<file path="src/rtl/seven_seg_scan_reader.sv">
// Reads a scanned active-low 7-seg bus back into hex nibbles.
// Captures stable dwells, assembles frames, flags bad codes and an glitches.
module seven_seg_scan_reader #(
    parameter int NUM_DIGITS    = 8,
    parameter int STABLE_CYCLES = 4
) (
    input  logic                    clk,
    input  logic                    rst_n,
    input  logic [NUM_DIGITS-1:0]   an,
    input  logic [6:0]              seg,
    output logic [4*NUM_DIGITS-1:0] value,
    output logic                    frame_valid,
    output logic [NUM_DIGITS-1:0]   digit_seen,
    output logic [NUM_DIGITS-1:0]   bad_pattern,
    output logic [7:0]              glitch_cnt
);

    localparam int CW = (STABLE_CYCLES > 2) ? $clog2(STABLE_CYCLES) : 1;
    localparam int SW = NUM_DIGITS + 7;
    localparam logic [CW-1:0] CNT_MAX  = CW'(STABLE_CYCLES - 1);
    localparam logic [CW-1:0] CNT_FIRE = CW'(STABLE_CYCLES - 2);

    logic [NUM_DIGITS-1:0]   r_an_m, r_an_s;
    logic [6:0]              r_seg_m, r_seg_s;
    logic [SW-1:0]           r_prev;
    logic [CW-1:0]           r_cnt;
    logic [4*NUM_DIGITS-1:0] r_slots, r_value;
    logic [NUM_DIGITS-1:0]   r_seen, r_bad;
    logic                    r_pend, r_fv;
    logic [7:0]              r_glitch;

    logic [NUM_DIGITS-1:0]   w_inv;
    logic [3:0]              w_nib;
    logic                    w_font, w_blank, w_idle, w_onehot;
    logic                    w_same, w_fire, w_cap, w_bad, w_glitch, w_done;
    logic [4*NUM_DIGITS-1:0] w_slots_nx;
    logic [NUM_DIGITS-1:0]   w_seen_nx;

    // Font inverse: segment code back to its hex nibble
    always_comb begin
        w_nib  = 4'h0;
        w_font = 1'b1;
        case (r_seg_s)
            7'h01: w_nib = 4'h0;
            7'h4F: w_nib = 4'h1;
            7'h12: w_nib = 4'h2;
            7'h06: w_nib = 4'h3;
            7'h4C: w_nib = 4'h4;
            7'h24: w_nib = 4'h5;
            7'h20: w_nib = 4'h6;
            7'h0F: w_nib = 4'h7;
            7'h00: w_nib = 4'h8;
            7'h0C: w_nib = 4'h9;
            7'h08: w_nib = 4'hA;
            7'h60: w_nib = 4'hB;
            7'h31: w_nib = 4'hC;
            7'h42: w_nib = 4'hD;
            7'h30: w_nib = 4'hE;
            7'h38: w_nib = 4'hF;
            default: w_font = 1'b0;
        endcase
    end

    assign w_blank  = (r_seg_s == 7'h7F);
    assign w_inv    = ~r_an_s;
    assign w_idle   = (w_inv == '0);
    assign w_onehot = !w_idle
                   && ((w_inv & (w_inv - NUM_DIGITS'(1))) == '0);
    assign w_same   = ({r_an_s, r_seg_s} == r_prev);
    assign w_fire   = w_same && (r_cnt == CNT_FIRE);
    assign w_cap    = w_fire && w_onehot && w_font;
    assign w_bad    = w_fire && w_onehot && !w_font && !w_blank;
    assign w_glitch = w_fire && !w_idle && !w_onehot;

    // Slot/seen image including the capture happening this cycle
    always_comb begin
        w_slots_nx = r_slots;
        w_seen_nx  = r_seen;
        if (w_cap) begin
            w_seen_nx = r_seen | w_inv;
            for (int i = 0; i < NUM_DIGITS; i++) begin
                if (w_inv[i]) w_slots_nx[4*i +: 4] = w_nib;
            end
        end
    end

    assign w_done = w_cap && (w_seen_nx == '1);

    // Two-flop synchronisers for the asynchronous display bus
    always_ff @(posedge clk or negedge rst_n) begin
        if (!rst_n) begin
            r_an_m  <= '0;
            r_an_s  <= '0;
            r_seg_m <= '0;
            r_seg_s <= '0;
        end else begin
            r_an_m  <= an;
            r_an_s  <= r_an_m;
            r_seg_m <= seg;
            r_seg_s <= r_seg_m;
        end
    end

    // Dwell counter: restarts on any change, saturates at the last count
    always_ff @(posedge clk or negedge rst_n) begin
        if (!rst_n) begin
            r_prev <= '0;
            r_cnt  <= '0;
        end else begin
            r_prev <= {r_an_s, r_seg_s};
            if (!w_same)              r_cnt <= '0;
            else if (r_cnt != CNT_MAX) r_cnt <= r_cnt + 1'b1;
        end
    end

    // Frame assembly; completion publishes now, pulses and clears next cycle
    always_ff @(posedge clk or negedge rst_n) begin
        if (!rst_n) begin
            r_slots <= '0;
            r_value <= '0;
            r_seen  <= '0;
            r_pend  <= 1'b0;
            r_fv    <= 1'b0;
        end else begin
            r_slots <= w_slots_nx;
            r_fv    <= r_pend;
            r_pend  <= w_done;
            if (w_done) r_value <= w_slots_nx;
            r_seen  <= r_pend ? '0 : w_seen_nx;
        end
    end

    // Sticky error flags, cleared only by reset
    always_ff @(posedge clk or negedge rst_n) begin
        if (!rst_n) begin
            r_bad    <= '0;
            r_glitch <= '0;
        end else begin
            if (w_bad) r_bad <= r_bad | w_inv;
            if (w_glitch && r_glitch != 8'hFF) r_glitch <= r_glitch + 8'd1;
        end
    end

    assign value       = r_value;
    assign frame_valid = r_fv;
    assign digit_seen  = r_seen;
    assign bad_pattern = r_bad;
    assign glitch_cnt  = r_glitch;

endmodule

</file>
<file path="config.mk">
export PLATFORM = sky130hd
export DESIGN_NAME = seven_seg_scan_reader
export DESIGN_NICKNAME = d
export VERILOG_FILES = /design/src/rtl/seven_seg_scan_reader.sv
export SDC_FILE = /design/constraint.sdc
export NUM_CORES = 1
export LEC_CHECK = 0
export CORE_MARGIN = 5
export CORE_UTILIZATION = 55
export CTS_BUF_LIST = sky130_fd_sc_hd__clkbuf_8 sky130_fd_sc_hd__clkbuf_16
export DETAILED_ROUTE_END_ITERATION = 8
export PLACE_DENSITY = 0.87
export SYNTH_ARGS = -nofsm -noshare
export SYNTH_HDL_FRONTEND = slang
export SYNTH_SLANG_ARGS = --single-unit
</file>
<file path="constraint.sdc">
create_clock -name clk -period 3.62 [get_ports clk]
set_clock_uncertainty 0.15 [all_clocks]
set_input_delay 0.362 -clock clk [delete_from_list [all_inputs] [get_ports clk]]
set_output_delay 0.362 -clock clk [all_outputs]
set_load 0.02 [all_outputs]
</file>
* Yosys cells after proc, flatten, opt, wreduce, memory -nomap -nowiden *
Cells that the tools add are included.

word-level totals
  ROM bits = 0
  RAM bits = 0
  register bits after elaboration = 137
  memories = 0
  word-level logic and storage cells = 75
  output and inout bits = 57
  bits in latches = 0

operators by class
  magnitude comparators = 0
  muxes and demuxes = 15
  equality and inequality tests = 22
  multiply operators = 0
  bitwise operators = 4
  reductions and logical operators = 18
  shift-type cells = 0
  div/mod/pow operators = 0
  $add $sub $neg = 3

operator list
  kind                                               count
  one-hot mux 4 bit (15 select lines)                1
  == test 7 x 6 -> 1 bit (second input constant)     5
  == test 7 bit (second input constant)              5
  2-to-1 mux 32 bit                                  1
  2-to-1 mux 4 bit                                   8
  == test 7 x 4 -> 1 bit (second input constant)     3
  zero test 8 bit                                    2
  2-to-1 mux 8 bit                                   2
  OR 8 bit                                           2
  OR reduction 16 bit                                1
  == test 15 bit                                     1
  logical AND 1 bit                                  10
  adder 8 x 1 -> 8 bit (second input constant)       1
  AND 8 bit                                          1
  == test 8 bit (second input constant)              1
  inequality test 8 bit (second input constant)      1
  inverter 8 bit                                     1
  subtractor 8 x 1 -> 8 bit (second input constant)  1
  == test 7 x 1 -> 1 bit (second input constant)     1
  == test 7 x 3 -> 1 bit (second input constant)     1
  == test 7 x 5 -> 1 bit (second input constant)     1
  zero test 7 bit                                    1
  zero test 1 bit                                    4
  2-to-1 mux 2 bit                                   2
  other kinds (5)                                    5

* Longest topological paths before layout *
Gate-level depths: netlist of run 1.

  depth after elaboration = 10
  mapped depth = 9
  gate-level depth less buffers = 7

* Least setup slack after synthesis of run 1 *
No wires, ideal clock.

  path kind = register to register
  from = register r_seen[6] (netlist: digit_seen[6])
  to = register r_value[22] (netlist: value[22])
  cell stages (with the launch flop) = 8
  period minus slack after synthesis = 2.578 ns
  setup time = 0.128 ns
  data arrival time = 2.300 ns
  slack = 1.042 ns
  cells stage by stage = dfrtp_1 > inv_1 > a22o_1 > a221o_1 > a2111oi_1 > nor4b_4 > buf_6 > mux2_1

on the way
  longest elaborated chain between the ends = 4

RTL lines
  element                 line  RTL
  start, declared         28    logic [NUM_DIGITS-1:0] r_seen, r_bad;
  start signal, assigned  129   r_seen <= r_pend ? '0 : w_seen_nx;
  OR 8 bit                80    w_seen_nx = r_seen | w_inv;
  2-to-1 mux 8 bit (*)    79    if (w_cap) begin
  == test 8 bit (*)       87    assign w_done = w_cap && (w_seen_nx == '1);
  logical AND 1 bit (*)   87
  end signal, assigned    128   if (w_done) r_value <= w_slots_nx;
  end, declared           27    logic [4*NUM_DIGITS-1:0] r_slots, r_value;

Every way passes the cells marked *; elsewhere a longest branch is shown, timed or not.
A chain may end at the register's enable or synchronous reset.

* Worst setup path after layout of run 1 *
  from = register r_an_s[3]
  to = register r_value[2] (netlist: value[2])

on the way
  longest elaborated chain between the ends = 10

RTL lines
  element                         line  RTL
  start, declared                 23    logic [NUM_DIGITS-1:0] r_an_m, r_an_s;
  start signal, assigned          98    r_an_s <= r_an_m;
  inverter 8 bit                  65    assign w_inv = ~r_an_s;
  subtractor 8 x 1 -> 8 bit       68    && ((w_inv & (w_inv - NUM_DIGITS'(1))) == '0);
  AND 8 bit                       68
  zero test 8 bit                 68
  logical AND 1 bit               68
  logical AND 1 bit (2 in a row)  71    assign w_cap = w_fire && w_onehot && w_font;
  2-to-1 mux 8 bit                79
  == test 8 bit                   87
  logical AND 1 bit               87

Parallel ways exist; a longest one is shown, timed or not.

==> impl_metrics.ini, run 1 <==
[sta]
setup-violations-final = 0
final-max-slew-violation-count = 0
hold_slack_ps = 119
slew_headroom_pct = 52.7
tns_ps = 0
clock.fmax_ghz = 0.320
rsz0062_at_grt = no
worstMarginPinSlew_ps = 707
finalHoldViolCount = 0
post-route-min-period_ps = 3120
fin_crit_sh_pct = 86.2

[cells_and_area]
diodes = 0
area_growth_syn_to_layout_pct = 23.8
fin_nets = 601
nFillCells = 759
drive_gt1_share_pct = 15.0

[critical_path]
startpoint_type = flop
worstPathRequired_ps = 3880
cp_max_fo = 19
crit_top_cell = buf_4
crit_type = reg2reg
crit_chain = buf_4 -> and4_1 -> nand3b_1 -> a21oi_1 -> o21ai_2 -> nor4b_4 -> buf_4 -> mux2_2
critical_path.slowest_cell = dfrtp_1
max_stage_delay_ps = 490
critPathCaptureType = flop
cp.arrival_ps = 3380

[pwr]
clkPwrFrac_pct = 48.7
p_switching_w = 0.000765
comb_power_share_pct = 4.8
p_int_w = 0.00265
p_seq_share_pct = 46.6
vdd_drop_max_mv = 0.331
swShare_pct = 22.4
p_leak_nw = 3.26
p_per_area_nw_per_um2 = 458

[detailed_routing]
first_pass_iters = 7
wl_per_cell_um = 19.2
viasPerCell = 5.92
num_vias = 4339
drc = 0
ant_nets = 0
drt_iter0_drc = 336
wirelength_um = 14100

[synth]
synth_top_family_by_area = simple AND/OR/NAND/NOR gates
ys_seq_elements = 137
postSynth.asyncResetShare_pct = 100
synthesis.instances = 507
synth_top_area_share_pct = 56.8
synth_ff_type = dfrtp_1
synth_compound_area_share_pct = 11.4
synth-adder-area-share_pct = 0.622
synth_mux_area_share_pct = 8.86
syn_area_per_cell_um2 = 11.9
ys_seq_area_share_pct = 56.8
synth_edf_count = 0
yosysTopAreaCell = dfrtp_1
yosys.area_share.xor_xnor_pct = 3.90
synthTopCellsByArea = dfrtp_1, mux2_2, xnor2_1
synth_cell_type_count = 67
synth_fp_nets = 527
synth_warnings = 0
synth_area_um2 = 6030
synth-simple-area-share_pct = 13.5

[place]
dp_hpwl_um = 9750
port_buffers = 73
place.gp.congestion = 0.844

[floorplanning]
die_area_um2 = 13200
design.core.area_um2 = 10800
ios = 74
fp.dieW_um = 115
initial_core_util_pct = 55.9
rows = 38
die_h_um = 115

[grt]
grt_pass1_wl_um = 23000
antenna_found_initial = 0
grt_remaining_overflow = 0
grt_pass1_vias = 4401
grt_max_degree = 91
grt_usage_pct = 22.6

[clocking]
clk_pin_slew_ps = 60
clk_latency_ps = 530
cts_tree = yes
cts_max_level = 4
cts_root_buf = clkbuf_8
cts_max_path_buffers = 2
postCtsSetupBuffers = 0
numCtsBuffers = 17
cts_hold_buf = 1
cts.sink_count = 137
cts_resized = 0

[flow_run]
cap_violations = 0

[run_status]
status = completed

[worst_hold_path]
min_path_type = in2reg
-- power by group through the flow --
stage	logic [W]	clock network, W	registers (W)
2_1_floorplan	0.000103	0	0.00160
3_3_place_gp	0.000157	0	0.00162
3_5_place_dp	0.000161	0	0.00162
4_1_cts	0.000163	0.00168	0.00159
5_1_grt	0.000180	0.00175	0.00160
6_report	0.000163	0.00166	0.00159
-- final cells by class --
type | instances | area [um2] | area share, %
Clock buffer | 17 | 414 | 5.55
Clock inverter | 14 | 160 | 2.14
Inverter | 32 | 120 | 1.61
Multi-Input combinational cell | 304 | 2310 | 30.9
Sequential cell | 137 | 3430 | 45.9
Tap cell | 140 | 175 | 2.35
Timing Repair Buffer | 89 | 863 | 11.6
-- worst paths after layout --
path | slack [ps] | cells past startpoint | startpoint | end
hold / removal | 120 | 1 | seg[6] | r_seg_m[6]
max in group asynchronous | 2220 | 3 | rst_n | r_slots[29]
hold reg to reg | 190 | 0 | r_seg_m[4] | r_seg_s[4]
setup reg to reg | 500 | 8 | r_an_s[3] | value[2]
min in group asynchronous | 230 | 2 | rst_n | r_seg_m[2]
setup / recovery | 500 | 8 | r_an_s[3] | value[2]
-- metrics by stage --
step                instance area [um2]  utilization [%]  power (W)  setup slack, ps  cells
floorplan                          6030                -    0.00170             1040    507
global placement                   6880             63.8    0.00177              580    701
detailed placement                 6880             63.8    0.00178              537    701
CTS                                7470             69.2    0.00343              508    733
global route                       7470             69.2    0.00352              270    733
finish                             7470             69.2    0.00342              499    733
-- critical path, delay by kind of cell, from the launching register on --
family | cells | cell delay [ps]
AND/OR/NAND/NOR | 3 | 780
flip-flops | 1 | 490
buffers and inverters | 2 | 590
AO/OA/AOI/OAI | 2 | 590
multiplexers | 1 | 390
-- cell usage in the layout, fill, tap and decap left out, types with 5 or more instances in the layout --
master	netlist	layout
a21oi_1	10	10
buf_4	3	15
clkbuf_16	0	16
clkdlybuf4s50_1	0	72
dfrtp_1	137	137
inv_1	31	33
mux2_1	16	16
mux2_2	19	19
mux2i_1	14	14
nand2_1	31	31
nand2b_1	12	12
nand3_1	17	17
nand4_1	6	6
nor2_1	11	11
nor3_1	11	11
nor4_1	7	7
o211ai_1	5	5
o21ai_0	17	17
o21bai_1	8	8
o22a_1	11	11
o41ai_1	11	11
or3_1	8	8
xnor2_1	22	22
-- cell usage after synthesis, drive strengths merged (4+ instances only) --
| master | number |
|---|---|
| dfrtp | 137 |
| mux2 | 35 |
| inv | 32 |
| nand2 | 32 |
| xnor2 | 23 |
| buf | 21 |
| nand3 | 18 |
| o21ai | 18 |
| nor3 | 15 |
| mux2i | 14 |
| clkbuf | 13 |
| nand2b | 12 |
| nor2 | 12 |
| o22a | 11 |
| o41ai | 11 |
| a21oi | 10 |
| nand4 | 8 |
| nor4 | 8 |
| o21bai | 8 |
| or3 | 8 |
| o211ai | 7 |
| and3b | 4 |
| o21ba | 4 |
-- cells by family (layout without fill, tap and decap cells) --
kind of cell | count (synthesis) | after routing
buffers and inverters | 66 | 152
adder cells (fa/ha/maj) | 3 | 3
XOR/XNOR | 26 | 26
AO/OA/AOI/OAI | 90 | 90
multiplexers | 49 | 49
AND/OR/NAND/NOR | 136 | 136
flip-flops | 137 | 137
-- state kept, by name, summed over array words and instances (netlist names) --
name,flops
r_an_m,8
glitch_cnt,8
r_slots,32
value,32
bad_pattern,8
r_pend,1
r_seg_m,7
r_an_s,8
frame_valid,1
digit_seen,8
r_cnt,2
r_seg_s,7
r_prev,15
-- routing by layer --
| metal | global-route usage (%) | routed length (um) | vias to the layer above |
|---|---|---|---|
| li1 | - | - | 1951 |
| met1 | 31.2 | 6100 | 2170 |
| met2 | 35.3 | 6690 | 185 |
| met3 | 4.95 | 880 | 33 |
| met4 | 9.15 | 384 | 0 |
| met5 | 0 | 0 | - |
Note: power is estimated with default switching activity, not from simulation.
==> run 2, diff against run 1 <==
CTS_CLUSTER_SIZE = 25   (was not set)
==> results of run 2 <==
Same layout as run 1: the final DEF is identical, and so are final timing and power.
==> run 3, diff against run 2 <==
CTS_BUF_LIST = not set   (was sky130_fd_sc_hd__clkbuf_8 sky130_fd_sc_hd__clkbuf_16)
==> run 3 against run 2 <==
Design area stayed put. Largest power group unchanged. Cell count unchanged. Sequential share of layout area is the same. Total power grew 0.16%. Critical endpoint unchanged. Flip-flop and latch count unchanged. Fmax down 0.70%. Via count fell by 0.51%. Critical path depth fell by 1.
==> impl_metrics.ini, run 3 (synthesized netlist as in run 1, its figures left out) <==
[grt]
grt_pass1_vias = 4417
grt_remaining_overflow = 0
grt_usage_pct = 22.6
grt_max_degree = 91
grt_pass1_wl_um = 22900
antenna_found_initial = 0

[run_status]
status = completed

[cells_and_area]
regArea_um2 = 3430
mostFrequentLayoutCells = dfrtp_1, clkdlybuf4s50_1, inv_1, nand2_1, xnor2_1
final_cells = 733
area_growth_syn_to_layout_pct = 23.8
mostFrequentLayoutCell = dfrtp_1
fin_nets = 601
nFillCells = 759
drive_gt1_share_pct = 15.0
diodes = 0
multi_input_area_um2 = 2310

[clocking]
cts_hold_buf = 1
cts_resized = 0
cts_tree = yes
cts_max_path_buffers = 2
clk_latency_ps = 530
numCtsBuffers = 17
cts.sink_count = 137
postCtsSetupBuffers = 0
cts_root_buf = clkbuf_8
clk_pin_slew_ps = 60
cts_max_level = 4

[pwr]
p_leak_nw = 3.25
p_per_area_nw_per_um2 = 459
vdd_drop_max_mv = 0.330

[place]
dp_hpwl_um = 9750
dpl_worst_slack_ps = 537
port_buffers = 73
place.gp.congestion = 0.844
dp_cells = 701

[floorplanning]
rows = 38
die_area_um2 = 13200
fp.dieW_um = 115
die_h_um = 115
ios = 74
design.core.area_um2 = 10800
initial_core_util_pct = 55.9

[sta]
slew_headroom_pct = 54.6
rsz0062_at_grt = no
final-max-slew-violation-count = 0
fin_crit_sh_pct = 86.8
worstMarginPinSlew_ps = 678
setup-violations-final = 0
post-route-min-period_ps = 3140
finalHoldViolCount = 0
clock.fmax_ghz = 0.318
tns_ps = 0
fin_ws_ps = 477

[critical_path]
critPathCaptureType = flop
crit_chain = nand3_2 -> or4_1 -> nand2_1 -> o21ai_2 -> nor4b_4 -> buf_4 -> mux2_2
max_stage_delay_ps = 610
cp.arrival_ps = 3410
cp_max_fo = 19
crit_type = reg2reg
worstPathRequired_ps = 3880
startpoint_type = flop
critical_path.slowest_cell = dfrtp_1

[worst_hold_path]
min_path_type = in2reg

[detailed_routing]
drc = 0
viasPerCell = 5.89
drt_iter0_drc = 401
ant_nets = 0
num_vias = 4317
wl_per_cell_um = 19.1
wirelength_um = 14000
first_pass_iters = 4

[flow_run]
cap_violations = 0
run 3: cell types whose count changed in the layout (fill, tap and decap cells not counted), sizes merged:
cell    before  now
clkbuf      17   19
inv         34   32
run 3: final timing paths:
check,from,end,slack (ps),cells after the start
hold / removal,seg[6],r_seg_m[6],110,1
hold reg to reg,r_seg_m[4],r_seg_s[4],190,0
min in group asynchronous,rst_n,r_seg_m[2],230,2
setup reg to reg,r_an_s[2],value[2],480,7
setup / recovery,r_an_s[2],value[2],480,7
max in group asynchronous,rst_n,r_slots[28],2210,3
run 3: power by group:
group | total (W) | switching, W | internal [W] | leakage (nW)
registers | 0.00159 | 0.0000358 | 0.00156 | 1.81
clock network | 0.00167 | 0.000628 | 0.00104 | 0.281
logic | 0.000162 | 0.000102 | 0.0000605 | 1.16
run 3: per-layer routing:
metal | vias up | GRT usage (%) | part of all wire, %
met2 | 177 | 35.2 | 48
met4 | 0 | 9.39 | 2.2
met5 | - | 0 | 0
met1 | 2167 | 31.1 | 42
li1 | 1950 | - | -
met3 | 23 | 5.05 | 7.2
run 3: critical path: cells and delay by family (launching register included):
family	cells	cell delay, ps
simple gates	4	1300
flops	1	610
mux	1	390
buf+inv	1	350
compound gates	1	210
run 3: cell type report:
class	instances	area share, %
flip-flops and latches	137	45.9
multi-input cells	304	30.9
repair buffers	89	11.6
clock buffers	19	5.65
well taps	140	2.35
clock inverters	12	2.04
inverters	32	1.61
run 3: per-stage QoR:
stage / total power, W / hold slack (ps) / instance area, um2 / utilization [%]
global placement: 0.00177 / 184 / 6880 / 63.8
CTS: 0.00344 / 106 / 7470 / 69.2
floorplan: 0.00170 / -83.6 / 6030 / -
detailed placement: 0.00178 / 185 / 6880 / 63.8
finish: 0.00343 / 115 / 7470 / 69.2
global route: 0.00353 / 103 / 7470 / 69.2
